File: src/rtl/hazard_scoreboard.sv
// Tuse/Tnew hazard unit: per-stage destination/Tnew tracking, D stall, D/E forward selects, MD latency counter.
// Optional macro HAZARD_STATS_EN adds saturating stall_cycles / md_stall_cycles counters.
module hazard_scoreboard #(
  parameter int NSTAGE  = 3,
  parameter int AW      = 5,
  parameter int TW      = 2,
  parameter int SELW    = 2,
  parameter int MUL_LAT = 5,
  parameter int DIV_LAT = 10
) (
  input  logic            clk,
  input  logic            reset_n,
  input  logic            d_valid,
  input  logic [AW-1:0]   d_a1,
  input  logic [AW-1:0]   d_a2,
  input  logic            d_use_rs,
  input  logic [TW-1:0]   d_tuse_rs,
  input  logic            d_use_rt,
  input  logic [TW-1:0]   d_tuse_rt,
  input  logic [AW-1:0]   d_a3,
  input  logic [TW-1:0]   d_tnew,
  input  logic            d_md_use,
  input  logic            d_md_start,
  input  logic            d_md_div,
  output logic            stall,
  output logic [SELW-1:0] fwd_rs_d,
  output logic [SELW-1:0] fwd_rt_d,
  output logic [SELW-1:0] fwd_rs_e,
  output logic [SELW-1:0] fwd_rt_e,
  output logic            md_busy
`ifdef HAZARD_STATS_EN
  ,
  output logic [31:0]     stall_cycles,
  output logic [31:0]     md_stall_cycles
`endif
);

  localparam int MDMAX = (DIV_LAT > MUL_LAT) ? DIV_LAT : MUL_LAT;
  localparam int CW    = $clog2(MDMAX + 1);

  logic            v_q    [1:NSTAGE];
  logic [AW-1:0]   a3_q   [1:NSTAGE];
  logic [TW-1:0]   tnew_q [1:NSTAGE];
  // Source operands and MD flags are only ever consulted while in stage 1.
  logic [AW-1:0]   e_a1_q, e_a2_q;
  logic            e_md_start_q, e_md_div_q;
  logic [CW-1:0]   cnt_q, cnt_d;

  logic            s1_v_d, s1_md_start_d;

  logic            rs_hit, rt_hit, e_rs_hit, e_rt_hit;
  logic [SELW-1:0] rs_sel, rt_sel, e_rs_sel, e_rt_sel;
  logic [TW-1:0]   rs_tn, rt_tn, e_rs_tn, e_rt_tn;
  logic            stall_rs, stall_rt, stall_md;

  function automatic logic [TW-1:0] dec_sat(input logic [TW-1:0] t);
    return (t == '0) ? '0 : t - TW'(1);
  endfunction

  // Scan oldest to youngest so the youngest match overwrites (shadows) older ones.
  always_comb begin
    rs_hit   = 1'b0; rs_sel   = '0; rs_tn   = '0;
    rt_hit   = 1'b0; rt_sel   = '0; rt_tn   = '0;
    e_rs_hit = 1'b0; e_rs_sel = '0; e_rs_tn = '0;
    e_rt_hit = 1'b0; e_rt_sel = '0; e_rt_tn = '0;
    for (int k = NSTAGE; k >= 1; k--) begin
      if (v_q[k] && (a3_q[k] == d_a1) && (d_a1 != '0)) begin
        rs_hit = 1'b1; rs_sel = SELW'(k); rs_tn = tnew_q[k];
      end
      if (v_q[k] && (a3_q[k] == d_a2) && (d_a2 != '0)) begin
        rt_hit = 1'b1; rt_sel = SELW'(k); rt_tn = tnew_q[k];
      end
    end
    for (int k = NSTAGE; k >= 2; k--) begin
      if (v_q[k] && (a3_q[k] == e_a1_q) && (e_a1_q != '0)) begin
        e_rs_hit = 1'b1; e_rs_sel = SELW'(k); e_rs_tn = tnew_q[k];
      end
      if (v_q[k] && (a3_q[k] == e_a2_q) && (e_a2_q != '0)) begin
        e_rt_hit = 1'b1; e_rt_sel = SELW'(k); e_rt_tn = tnew_q[k];
      end
    end
  end

  assign md_busy  = (cnt_q != '0);
  assign stall_rs = d_valid && d_use_rs && rs_hit && (rs_tn > d_tuse_rs);
  assign stall_rt = d_valid && d_use_rt && rt_hit && (rt_tn > d_tuse_rt);
  assign stall_md = d_valid && d_md_use && (md_busy || (v_q[1] && e_md_start_q));
  assign stall    = stall_rs || stall_rt || stall_md;

  assign fwd_rs_d = (rs_hit && (rs_tn == '0)) ? rs_sel : '0;
  assign fwd_rt_d = (rt_hit && (rt_tn == '0)) ? rt_sel : '0;
  assign fwd_rs_e = (v_q[1] && e_rs_hit && (e_rs_tn == '0)) ? e_rs_sel : '0;
  assign fwd_rt_e = (v_q[1] && e_rt_hit && (e_rt_tn == '0)) ? e_rt_sel : '0;

  assign s1_v_d        = d_valid && !stall;
  assign s1_md_start_d = s1_v_d && d_md_start;

  always_comb begin
    cnt_d = cnt_q;
    if (v_q[1] && e_md_start_q) begin
      cnt_d = e_md_div_q ? CW'(DIV_LAT) : CW'(MUL_LAT);
    end else if (cnt_q != '0) begin
      cnt_d = cnt_q - CW'(1);
    end
  end

  always_ff @(posedge clk) begin
    if (!reset_n) begin
      for (int k = 1; k <= NSTAGE; k++) begin
        v_q[k]    <= 1'b0;
        a3_q[k]   <= '0;
        tnew_q[k] <= '0;
      end
      e_a1_q       <= '0;
      e_a2_q       <= '0;
      e_md_start_q <= 1'b0;
      e_md_div_q   <= 1'b0;
      cnt_q        <= '0;
    end else begin
      v_q[1]       <= s1_v_d;
      a3_q[1]      <= s1_v_d ? d_a3   : '0;
      tnew_q[1]    <= s1_v_d ? d_tnew : '0;
      e_a1_q       <= s1_v_d ? d_a1   : '0;
      e_a2_q       <= s1_v_d ? d_a2   : '0;
      e_md_start_q <= s1_md_start_d;
      e_md_div_q   <= s1_md_start_d && d_md_div;
      for (int k = 2; k <= NSTAGE; k++) begin
        v_q[k]    <= v_q[k-1];
        a3_q[k]   <= a3_q[k-1];
        tnew_q[k] <= dec_sat(tnew_q[k-1]);
      end
      cnt_q <= cnt_d;
    end
  end

`ifdef HAZARD_STATS_EN
  logic [31:0] stall_cycles_q, stall_cycles_d;
  logic [31:0] md_stall_cycles_q, md_stall_cycles_d;

  always_comb begin
    stall_cycles_d    = stall_cycles_q;
    md_stall_cycles_d = md_stall_cycles_q;
    if (stall && (stall_cycles_q != 32'hFFFF_FFFF)) begin
      stall_cycles_d = stall_cycles_q + 32'd1;
    end
    if (stall_md && (md_stall_cycles_q != 32'hFFFF_FFFF)) begin
      md_stall_cycles_d = md_stall_cycles_q + 32'd1;
    end
  end

  always_ff @(posedge clk) begin
    if (!reset_n) begin
      stall_cycles_q    <= '0;
      md_stall_cycles_q <= '0;
    end else begin
      stall_cycles_q    <= stall_cycles_d;
      md_stall_cycles_q <= md_stall_cycles_d;
    end
  end

  assign stall_cycles    = stall_cycles_q;
  assign md_stall_cycles = md_stall_cycles_q;
`endif

endmodule

File: config.mk
export PLATFORM = sky130hd
export DESIGN_NAME = hazard_scoreboard
export DESIGN_NICKNAME = d
export VERILOG_FILES = /design/src/rtl/hazard_scoreboard.sv
export SDC_FILE = /design/constraint.sdc
export NUM_CORES = 1
export LEC_CHECK = 0
export BUFFER_PORTS_ARGS = -buffer_cell sky130_fd_sc_hd__buf_2
export CAP_MARGIN = 40
export CORE_MARGIN = 3
export CORE_UTILIZATION = 51
export DETAILED_ROUTE_END_ITERATION = 8
export GPL_ROUTABILITY_DRIVEN = 0
export HOLD_SLACK_MARGIN = 0.06
export PLACE_DENSITY = 0.72
export SETUP_SLACK_MARGIN = 0.05
export SYNTH_ARGS = -nofsm -noshare
export SYNTH_HDL_FRONTEND = slang
export SYNTH_SLANG_ARGS = --single-unit
File: constraint.sdc
create_clock -name clk -period 3.15 [get_ports clk]
set_clock_uncertainty 0.2 [all_clocks]
set_input_delay 0.315 -clock clk [delete_from_list [all_inputs] [get_ports clk]]
set_output_delay 0.315 -clock clk [all_outputs]
set_load 0.02 [all_outputs]
== Word-level counts from Yosys, hierarchy flattened ==
Memory sizes are Yosys's and may differ from the RTL's.
Index checks and enable logic that the tools add are counted.
Operators by class
  mux-type cells: 52
  reductions and logical operators: 55
  eq/ne operators: 10
  bitwise operators: 9
  order comparisons: 2
  add/sub/neg operators: 3
Operator list (number)
  $mux 2: 30
  $eq 5x5->1: 10
  $logic_and 1x1->1: 38
  $mux 5: 4
  $reduce_bool 5->1: 4
  $mux 1: 15
  $logic_not 2->1: 6
  $mux 4: 3
  $or 1x1->1: 9
  $gt 2x2->1: 2
  $reduce_bool 4->1: 1
  $sub 2x1->2 const B: 2
  $sub 4x1->4 const B: 1
  $logic_or 1x1->1: 3
  $reduce_and 2->1: 1
  $reduce_bool 2->1: 1
  $logic_not 1->1: 1
Storage, ports and cells
  memory bits (writable): 24
  register bits after elaboration: 16
  output and inout port bits: 10
  input bits: 29
  memories: 3
Memory list
  a3_q: words 3, width 5, read ports 3, clocked after Yosys merged registers in 0, write ports 3, line 42  | logic [AW-1:0] a3_q [1:NSTAGE];
  tnew_q: words 3, width 2, read ports 3, clocked after Yosys merged registers in 0, write ports 3, line 43  | logic [TW-1:0] tnew_q [1:NSTAGE];
  v_q: words 3, width 1, read ports 3, clocked after Yosys merged registers in 0, write ports 3, line 41  | logic v_q [1:NSTAGE];

== Logic depth before layout (Yosys ltp) ==
Gate-level depths: netlist of run 1.
  word-level depth: 14
  gate-level depth with buffers: 15
  mapped depth without buffers: 13

== Worst setup path before layout of run 1 ==
OpenSTA, ideal clock, no wires.
  kind: input -> output
  from: in d_a1[1]
  to: out stall
  setup slack: -91 ps
  stages: 12
  arrival: 2726 ps
  buffers on the path: 2
  required time: 2635 ps
  cells stage by stage: clkbuf_1 > xnor2_1 > nand2_1 > nor3_1 > nand2_1 > o211ai_1 > and2_1 > ha_1 > a211oi_1 > o31ai_4 > o221ai_2 > buf_4
On the way
  longest elaborated chain between the ends: 10
  elaborated cells on any way between the ends: 21
  classes of those cells: 1 x order compare; 3 x eq/ne; 6 x mux; 11 x reduce/logical
RTL lines
  start: declaration: line 14  | input logic [AW-1:0] d_a1,
  $eq 5x5->1: line 67  | if (v_q[k] && (a3_q[k] == d_a1) && (d_a1 != '0)) begin
  $logic_and 1x1->1 (2 in a row): line 67
  $mux 2 / $mux 1 (equally long branches) (3 in a row): line 67
  $gt 2x2->1 / $logic_and 1x1->1 (equally long branches): line 85  | assign stall_rs = d_valid && d_use_rs && rs_hit && (rs_tn > d_tuse_rs);
  $logic_and 1x1->1 (*): line 85
  $logic_or 1x1->1 (*) (2 in a row): line 88  | assign stall = stall_rs || stall_rt || stall_md;
  end: declaration: line 25  | output logic stall,
Mark *: on every way between the ends. The rest lies on a longest branch, timed or not.

==> metrics.csv, run 1 <==
stage,metric,value,unit
outcome,outcome,"finished, violations left",
outcome,violations,setup timing,
clock_network,root_buffer,clkbuf_8,
worst_hold_path,hp-class,primary input to flip-flop,
floorplan,start_util,53.2,%
clock_network,cts_buffer_depth,2,
setup_path,cp_max_fo,4,
sta,fin_ws,-7.24,ps
pwr,static-leakage-power,1.26,nW
setup_path,worst_ep_arrival_time,2640,ps
placement,dp_hpwl,4.17,mm
sta,hold_viol,0,
clock_network,cts_buffers,5,
sta,timing.hold.ws,107,ps
clock_network,clkSinkCount,40,
clock_network,clkSlewWorstSetupHoldPaths,70,ps
setup_path,endpoint_kind,output port,
sta,worst_pin_slew,633,ps
logic_synthesis,synth_area,2350,um2
placement,port_buffers,38,
sta,maxSlewViolCount,0,
logic_synthesis,syn_inst,288,
finish,diodes,0,
detailed_routing,drc,0,
detailed_routing,wl_per_cell,14.0,um
finish,syn_to_final_growth,30.8,%
sta,fin_crit_sh,100,%
detailed_routing,drt_iter0_drc,57,
floorplan,rows,24,
detailed_routing,ant_nets,0,
logic_synthesis,yosys-top-cells-area,"dfxtp_1 34%, xnor2_1 18%, nand2_1 6.2%, nor2_1 5.0%, ha_1 4.3%",
logic_synthesis,yosysWarnings,0,
logic_synthesis,syn_avg_cell_area,8.16,um2
logic_synthesis,synth_cell_types,36,
global_route,grt_max_degree,21,
logic_synthesis,syn-num-nets,325,
clock_network,htree_levels,2,
sta,tns,-7.24,ps
job,maxCapViolations,0,
global_route,grt_overflow,0,
logic_synthesis,synth.top_cell.area_share,34.1,%
floorplan,die_height,73.9,um
setup_path,r2r-start,a3_q[0][15]$_SDFF_PN0_,
clock_network,cts_tree,built,
global_route,antenna_found_initial,0,
finish,fin_cells,406,
detailed_routing,via_count,2087,
setup_path,timing_worst_setup_path_type,flip-flop to output port,
floorplan,die_x,73.9,um
sta,rsz0062_at_grt,true,
finish,drive_above_1_share,31.4,%
finish,nets,391,
detailed_routing,dr.pass1.iters,4,
floorplan,dieArea,5460,um2
setup_path,crit_start,a3_q[0][15]$_SDFF_PN0_,
pwr,p_per_area,429,nW/um2
setup_path,cp.required,2630,ps
sta,relSlewSlack,57.8,%
detailed_routing,wl,5.69,mm
logic_synthesis,synth_top_area_cell,dfxtp_1,
sta,final.min_clock_period,3160,ps
placement,dp_cells,379,
pwr,ir_worst_vdd,255,uV
setup_path,start_kind,flip-flop,
finish,final_util,69.6,%
clock_network,worst_skew_pair.late_latency,290,ps
sta,final-setup-viol-count,1,
floorplan,coreArea,4410,um2
floorplan,ios,39,
logic_synthesis,synth-seq-area-share,34.1,%
global_route,grt_pass1_wl,9.33,mm
global_route,grtUsageTotal,22.6,%
worst_hold_path,hold_start,d_md_start,
global_route,grt_pass1_vias,2029,
logic_synthesis,synth-seq-cells,40,
sta,fmax,0.317,GHz
detailed_routing,viasPerCell,5.14,
layer usage:
layer | wire length [um] | track usage, %
met5 | 0 | 0
met4 | 78 | 7.24
met3 | 287 | 4.10
met2 | 2900 | 39.3
met1 | 2420 | 28.1
layout make-up:
type,count,area (um2)
Clock buffer,6,72.6
Clock inverter,1,5.00
Inverter,13,48.8
Tap cell,52,65.1
Sequential cell,40,823
Multi-Input combinational cell,215,1540
Timing Repair Buffer,79,523
Fill cell,338,1340
synth_stat cells:
cell type  number
a211oi_1        1
a21boi_0        2
a21oi_1         3
a221oi_1        2
a22oi_1         2
a31oi_1         3
and2_1         15
and3_1          2
buf_1           1
buf_4           1
buf_6           2
clkbuf_1       16
dfxtp_1        40
ha_1            8
inv_1          13
nand2_1        39
nand2b_1        4
nand3_1         3
nand3b_1        2
nand4_1        10
nor2_1         31
nor2_2          1
nor2_4          1
nor2b_1         6
nor3_1          6
nor3_2          3
nor4_1          7
o2111ai_1       1
o211ai_1        3
o221ai_2        1
o31ai_4         1
or3_1           1
or4_1           3
or4_4           1
xnor2_1        47
xor2_1          6
flip-flops by register name, indices dropped and copies added (netlist names):
signal / cells
e_a2_q: 5
e_md_div_q: 1
a3_q: 15
v_q: 3
e_a1_q: 5
tnew_q: 6
e_md_start_q: 1
cnt_q: 4
logic make-up (layout without fill, tap and decap cells):
group / Yosys count / after routing / share of synthesized area [%]
simple gates: 135 / 135 / 29.2
xor+xnor: 53 / 53 / 19.8
flops: 40 / 40 / 34.1
buf+inv: 33 / 99 / 6.07
compound gates: 19 / 19 / 6.66
fa+ha+maj: 8 / 8 / 4.26
where the power goes:
| group | internal [W] | switching (W) |
|---|---|---|
| logic | 0.000187 | 0.000212 |
| registers | 0.000552 | 0.0000438 |
| clock network | 0.000151 | 0.000172 |
| total | 0.000890 | 0.000427 |
metrics by stage:
step | cell area, um2 | worst slack [ps] | power, W
5_1_grt | 3070 | -168 | 0.00140
3_3_place_gp | 2680 | 16.8 | 0.000976
2_1_floorplan | 2360 | 61.6 | 0.000884
6_report | 3070 | -7.24 | 0.00132
3_5_place_dp | 2680 | -42.1 | 0.000984
4_1_cts | 2920 | 62.4 | 0.00132
worst paths after layout:
path | slack (ps) | cells after the start | end
max reg2reg | 290 | 12 | e_a1_q[1]$_SDFF_PN0_
max | -7 | 11 | stall
min | 110 | 3 | e_md_div_q$_SDFF_PN0_
min reg2reg | 280 | 1 | tnew_q[0][4]$_SDFF_PP0_
worst max-delay path, cell delays in order (launching register included):
cell and delay [ps]:
dfxtp_2 410, xnor2_1 150, nand4_1 150, nor3_2 270, nand3b_1 180, a31oi_4 190, inv_1 60, ha_1 280
a211oi_2 280, o31ai_4 110, o221ai_2 80, buf_4 180
cell usage in the layout, fill, tap and decap left out, types with 3 or more instances in the layout:
cell / count
nand4_1: 10
buf_4: 33
nor2_1: 31
xnor2_2: 4
nor4_1: 7
dfxtp_2: 6
nand3_1: 3
nor2b_1: 5
and2_1: 14
clkbuf_8: 5
dfxtp_4: 4
nor3_2: 4
nand2_1: 38
nand2b_1: 4
xor2_1: 6
ha_1: 7
o211ai_1: 3
inv_1: 13
buf_2: 37
xnor2_1: 43
dlygate4sd3_1: 9
dfxtp_1: 30
a21oi_1: 3
nor3_1: 3
repair_timing:
item | in CTS | in global routing
buffers inserted | 2 | 9
endpoints found under the hold margin | 9 | 0
hold buffers | 9 | 0
endpoints found under the setup margin | 1 | 1
pin swaps | 6 | 18
resized for setup | 17 | 18
No activity file was read; power rests on OpenSTA's default activity.
==> inputs of run 2 (changes only) <==
Settings changed: REMOVE_ABC_BUFFERS from default to 1.
==> run 2 against run 1 <==
  * The flow now finishes without violations
  * Power is 8.5% higher
  * Setup slack better by 35 ps
  * Worst hold slack worse by 11 ps
  * Die area stayed put
  * Final area is 1.8% higher
  * Wire length is 0.56% lower
  * Maximum frequency is 1.1% higher
  * Register-to-register slack better by 40 ps
  * Combinational power is 2% higher
  * Clock power is 32% higher
  * Sequential share of layout area is 0.26 points lower
  * Highest routed layer unchanged
  * Largest cell class unchanged
  * Via count is 0.19% lower
==> metrics.csv, run 2 (synthesized netlist as in run 1, its figures left out) <==
stage,metric,value,unit,change
setup_path,endpoint_kind,output port,,
detailed_routing,drc,0,,unchanged
clock_network,root_buffer,clkbuf_8,,
detailed_routing,ant_nets,0,,unchanged
worst_hold_path,hold_depth,3,,unchanged
placement,port_buffers,38,,unchanged
finish,final_common_cell,nand2_1,,
worst_hold_path,hp-class,primary input to flip-flop,,
clock_network,clkSinkCount,40,,unchanged
sta,fin_ws,28.2,ps,+35.4 ps
floorplan,ios,39,,unchanged
setup_path,worst_ep_arrival_time,2610,ps,-30 ps
placement,dp_cells,377,,-0.53%
finish,most-common-layout-cells,"39 x nand2_1, 37 x buf_2, 36 x xnor2_1",,
setup_path,reg2reg_depth,11,,-1
finish,top_register,a3_q,,
outcome,outcome,"complete, no violations",,
sta,maxSlewViolCount,0,,unchanged
floorplan,coreArea,4410,um2,unchanged
sta,hold_viol,0,,unchanged
detailed_routing,dr.pass1.iters,4,,unchanged
global_route,grtUsageTotal,22.2,%,-0.41 points
clock_network,cts_buffer_depth,2,,unchanged
sta,timing.hold.ws,96.5,ps,-11.0 ps
detailed_routing,viasPerCell,5.18,,+0.80%
pwr,ir_worst_vdd,408,uV,+60%
global_route,grt_pass1_vias,2049,,+0.99%
clock_network,clkSlewWorstSetupHoldPaths,90,ps,+20 ps
global_route,antenna_found_initial,0,,unchanged
finish,largest_register_ffs,15,,unchanged
detailed_routing,wl,5.66,mm,-0.56%
clock_network,cts_tree,built,,
placement,place_ws,-65.3,ps,-23.2 ps
floorplan,rows,24,,unchanged
clock_network,worst_skew_pair.late_latency,300,ps,about the same
sta,final.min_clock_period,3120,ps,-35.4 ps
sta,worst_pin_slew,682,ps,+49.1 ps
sta,fmax,0.320,GHz,+1.1%
pwr,static-leakage-power,1.28,nW,+1.7%
finish,drive_above_1_share,33.1,%,+1.8 points
floorplan,dieArea,5460,um2,unchanged
global_route,grt_overflow,0,,unchanged
sta,fin_crit_sh,99.1,%,-1.1 points
global_route,grt_pass1_wl,9.28,mm,-0.51%
finish,fin_cells,402,,-0.99%
finish,nets,386,,-1.3%
setup_path,timing_worst_setup_path_type,flip-flop to output port,,
floorplan,die_x,73.9,um,unchanged
placement,dp_hpwl,4.09,mm,-1.9%
detailed_routing,drt_iter0_drc,104,,+82%
setup_path,start_kind,flip-flop,,
sta,final-setup-viol-count,0,,-1
sta,rsz0062_at_grt,true,,
global_route,grt_max_degree,21,,unchanged
detailed_routing,via_count,2083,,-0.19%
clock_network,cts_buffers,5,,unchanged
sta,tns,0,ps,+7.24 ps
floorplan,start_util,53.2,%,unchanged
clock_network,htree_levels,2,,unchanged
pwr,p_per_area,457,nW/um2,+6.6%
sta,relSlewSlack,54.5,%,-3.3 points
detailed_routing,wl_per_cell,14.1,um,+0.43%
floorplan,die_height,73.9,um,unchanged
finish,diodes,0,,unchanged
setup_path,cp.required,2630,ps,about the same
finish,reg_top3,"a3_q (15), tnew_q (6)",,
finish,syn_to_final_growth,33.1,%,
job,maxCapViolations,0,,unchanged
setup_path,cp_max_fo,5,,+1
finish,final_util,70.8,%,+1.2 points
[run 2: changes by cell type in the layout (fill, tap and decap cells not counted), moves of 2 or more]
cell,before,now
xnor2_1,43,36
xnor2_2,4,11
buf_4,33,29
nor3_2,4,7
dfxtp_4,4,6
nor3_4,2,0
[run 2: critical path: stages (launching register included)]
cell	delay (ps)
dfxtp_1	360
xnor2_1	220
nand4_1	150
nor3_2	270
o211ai_1	180
and2_1	170
ha_1	280
nor2b_1	160
o2111ai_2	140
o221ai_2	200
buf_4	180
[run 2: per-layer routing]
| metal | track usage [%] | routed length, um | vias to the layer above |
|---|---|---|---|
| met5 | 0 | 0 | - |
| met4 | 6.44 | 112 | 0 |
| li1 | - | - | 1072 |
| met3 | 5.75 | 226 | 12 |
| met2 | 38.9 | 2800 | 40 |
| met1 | 26.6 | 2520 | 959 |
[run 2: final cells by class]
type	instances	area [um2]
tap	52	65.1
inverter	13	48.8
timing repair buffer	74	483
clock buffer	5	68.8
sequential	40	830
clock inverter	3	46.3
fill	324	1290
multi-input combinational	215	1590
[run 2: final timing paths]
| kind | slack [ps] | from | endpoint |
|---|---|---|---|
| worst max-delay path | 30 | a3_q[0][13]$_SDFF_PN0_ | stall |
| worst min register to register | 280 | tnew_q[0][4]$_SDFF_PP0_ | tnew_q[0][6]$_SDFF_PP0_ |
| worst max register to register | 330 | a3_q[0][13]$_SDFF_PN0_ | a3_q[0][6]$_SDFF_PN0_ |
| worst min-delay path | 100 | d_md_start | e_md_div_q$_SDFF_PN0_ |
[run 2: metrics by stage]
stage               area, um2  power [W]
detailed placement       2650   0.000986
finish                   3130    0.00143
floorplan                2260   0.000862
global placement         2650   0.000975
CTS                      2920    0.00142
global route             3130    0.00152
[run 2: timing repair]
| action | 4_1_cts | 5_1_grt |
|---|---|---|
| setup endpoints to repair | 21 | 1 |
| gates resized for setup | 18 | 26 |
| hold endpoints to repair | 8 | 0 |
| setup buffers | 2 | 7 |
| hold buffers | 8 | 0 |
| pin swaps | 7 | 14 |
[run 2: where the power goes]
part	leakage, nW	internal (W)	switching (W)
registers	0.334	0.000551	0.0000460
clock network	0.0548	0.000238	0.000186
logic	0.889	0.000188	0.000220
total	1.28	0.000978	0.000451
==> inputs of run 3 (changes only) <==
Settings changed: CTS_CLUSTER_DIAMETER from default to 30.
Clock period 3.15 ns to 2.7 ns, I/O delays scaled along.
==> run 3 against run 2 <==
  * The flow now finishes with violations (setup timing)
  * Clock power is 20% higher
  * Register-to-register slack worse by 640 ps
  * Die area unchanged
  * Combinational power grew 48%
  * Critical path depth grew 3
  * Non-clock buffer count rose by 33
  * Worst hold slack better by 30 ps
  * Final area is 18% higher
  * Flip-flop and latch count is the same
  * Sequential power grew 17%
  * Global-route usage is 3.5 points higher
  * Sequential share of layout area fell by 3.7 points
  * Critical path type unchanged
  * Largest cell class unchanged
==> metrics.csv, run 3 (synthesized netlist as in run 1, its figures left out) <==
stage,metric,value,unit,change
floorplan,dieArea,5460,um2,unchanged
floorplan,die_height,73.9,um,unchanged
clock_network,root_buffer,clkbuf_8,,
sta,hold_viol,0,,unchanged
setup_path,timing_worst_setup_path_type,flip-flop to output port,,
clock_network,worst_skew_pair.late_latency,300,ps,about the same
finish,final_util,83.5,%,+13 points
placement,post_dp_cell_area,2820,um2,+6.4%
clock_network,htree_levels,2,,unchanged
worst_hold_path,hp-class,primary input to flip-flop,,
finish,top_register,a3_q,,
clock_network,cts_buffers,5,,unchanged
detailed_routing,wl,7.80,mm,+38%
finish,most-common-layout-cells,"56 x buf_4, 37 x nand2_1, 30 x buf_2",,
placement,dp_hpwl,4.35,mm,+6.3%
sta,timing.hold.ws,127,ps,+30.0 ps
sta,relSlewSlack,54.8,%,+0.25 points
outcome,outcome,"finished, violations left",,
global_route,grt_pass1_wl,10.7,mm,+15%
finish,nets,419,,+8.5%
global_route,grt_overflow,0,,unchanged
global_route,grt_pass1_vias,2340,,+14%
setup_path,worst_ep_arrival_time,2770,ps,+160 ps
clock_network,clkSinkCount,40,,unchanged
outcome,violations,setup timing,,
pwr,p_per_area,491,nW/um2,+7.4%
detailed_routing,drc,0,,unchanged
detailed_routing,via_count,2383,,+14%
detailed_routing,wl_per_cell,17.9,um,+27%
setup_path,start_kind,flip-flop,,
detailed_routing,ant_nets,0,,unchanged
finish,fillers,224,,-31%
detailed_routing,highest_layer,met4,,
detailed_routing,wl_met1,3.20,mm,+27%
placement,port_buffers,38,,unchanged
sta,rsz0062_at_grt,true,,
setup_path,crit_start,a3_q[0][19]$_SDFF_PN0_,,
detailed_routing,dr.pass1.iters,4,,unchanged
detailed_routing,route.met3.wl,429,um,+90%
floorplan,die_x,73.9,um,unchanged
clock_network,cts_tree,built,,
sta,fmax,0.309,GHz,
finish,final_area,3680,um2,+18%
detailed_routing,viasPerCell,5.48,,+5.7%
pwr,static-leakage-power,1.50,nW,+17%
finish,drive_above_1_share,47.5,%,+14 points
global_route,grt_max_degree,21,,unchanged
global_route,grtUsageTotal,25.7,%,+3.5 points
sta,maxSlewViolCount,0,,unchanged
setup_path,endpoint_kind,output port,,
sta,final-setup-viol-count,25,,+25
placement,place_ws,-400,ps,-335 ps
finish,diodes,0,,unchanged
detailed_routing,routed-wl-met2,3.95,mm,+41%
worst_hold_path,hold_start,d_md_start,,
floorplan,coreArea,4410,um2,unchanged
global_route,antenna_found_initial,0,,unchanged
sta,final.min_clock_period,3240,ps,
finish,final_common_cell,buf_4,,
setup_path,r2r-start,a3_q[0][19]$_SDFF_PN0_,,
setup_path,cp.required,2230,ps,-400 ps
sta,fin_ws,-538,ps,-566 ps
finish,syn_to_final_growth,56.8,%,
job,maxCapViolations,0,,unchanged
sta,worst_pin_slew,679,ps,-3.76 ps
detailed_routing,drt_iter0_drc,154,,+48%
sta,fin_crit_sh,120,%,
setup_path,cp_max_fo,3,,-2
finish,largest_register_ffs,15,,unchanged
pwr,total_power,0.00181,W,+27%
floorplan,ios,39,,unchanged
floorplan,rows,24,,unchanged
clock_network,cts_buffer_depth,2,,unchanged
floorplan,start_util,53.2,%,unchanged
clock_network,clkSlewWorstSetupHoldPaths,80,ps,about the same
finish,reg_top3,"a3_q (15), tnew_q (6)",,
pwr,ir_worst_vdd,523,uV,+28%
-- run 3: cell types whose count changed in the layout (fill, tap and decap cells not counted), sizes merged --
cell	before	now
buf	66	97
dlygate4sd3	8	10
-- run 3: final timing paths --
| check | end | slack (ps) | depth (start not counted) |
|---|---|---|---|
| max reg2reg | e_md_div_q$_SDFF_PN0_ | -310 | 15 |
| max | stall | -540 | 13 |
| min reg2reg | a3_q[0][11]$_SDFF_PN0_ | 310 | 1 |
| min | e_md_div_q$_SDFF_PN0_ | 130 | 3 |
-- run 3: report_power, final --
part	leakage, nW	internal (W)	total, W	switching [W]
sequential	0.336	0.000642	0.000696	0.0000542
clock	0.0548	0.000278	0.000507	0.000228
combinational	1.11	0.000295	0.000605	0.000311
-- run 3: final cells by class --
type,instances,area [um2],area share [%]
clock inverters,3,46.3,1.26
multi-input cells,215,1790,48.7
well taps,52,65.1,1.77
clock buffers,5,68.8,1.87
inverters,13,48.8,1.32
flip-flops and latches,40,840,22.8
repair buffers,107,823,22.3
-- run 3: routing by layer --
| layer | vias to the layer above | GRT usage (%) |
|---|---|---|
| met3 | 24 | 4.10 |
| met4 | 0 | 9.26 |
| met5 | - | 0 |
| li1 | 1134 | - |
| met1 | 1144 | 31.5 |
| met2 | 81 | 45.1 |
-- run 3: through the flow --
step / instances / setup TNS (ps)
2_1_floorplan: 268 / -8730
3_3_place_gp: 398 / -5600
3_5_place_dp: 398 / -6720
4_1_cts: 428 / -1160
5_1_grt: 435 / -8660
6_report: 435 / -6550
-- run 3: what timing repair did --
action | 4_1_cts | 5_1_grt
pin swaps | 26 | 40
resized for setup | 52 | 51
endpoints found under the setup margin | 24 | 29
hold buffers | 10 | 0
gates cloned | 1 | 0
hold endpoints to repair | 10 | 0
setup buffers | 11 | 11
-- run 3: worst max-delay path: stages (launching register included) --
cell and delay (ps):
dfxtp_4 370, xnor2_2 130, nand4_1 250, nor3_4 260, buf_4 150, nand3b_1 100, a31oi_2 200, inv_2 80
ha_4 210, a211oi_2 230, buf_4 150, o31ai_4 60, o221ai_2 90, buf_4 190
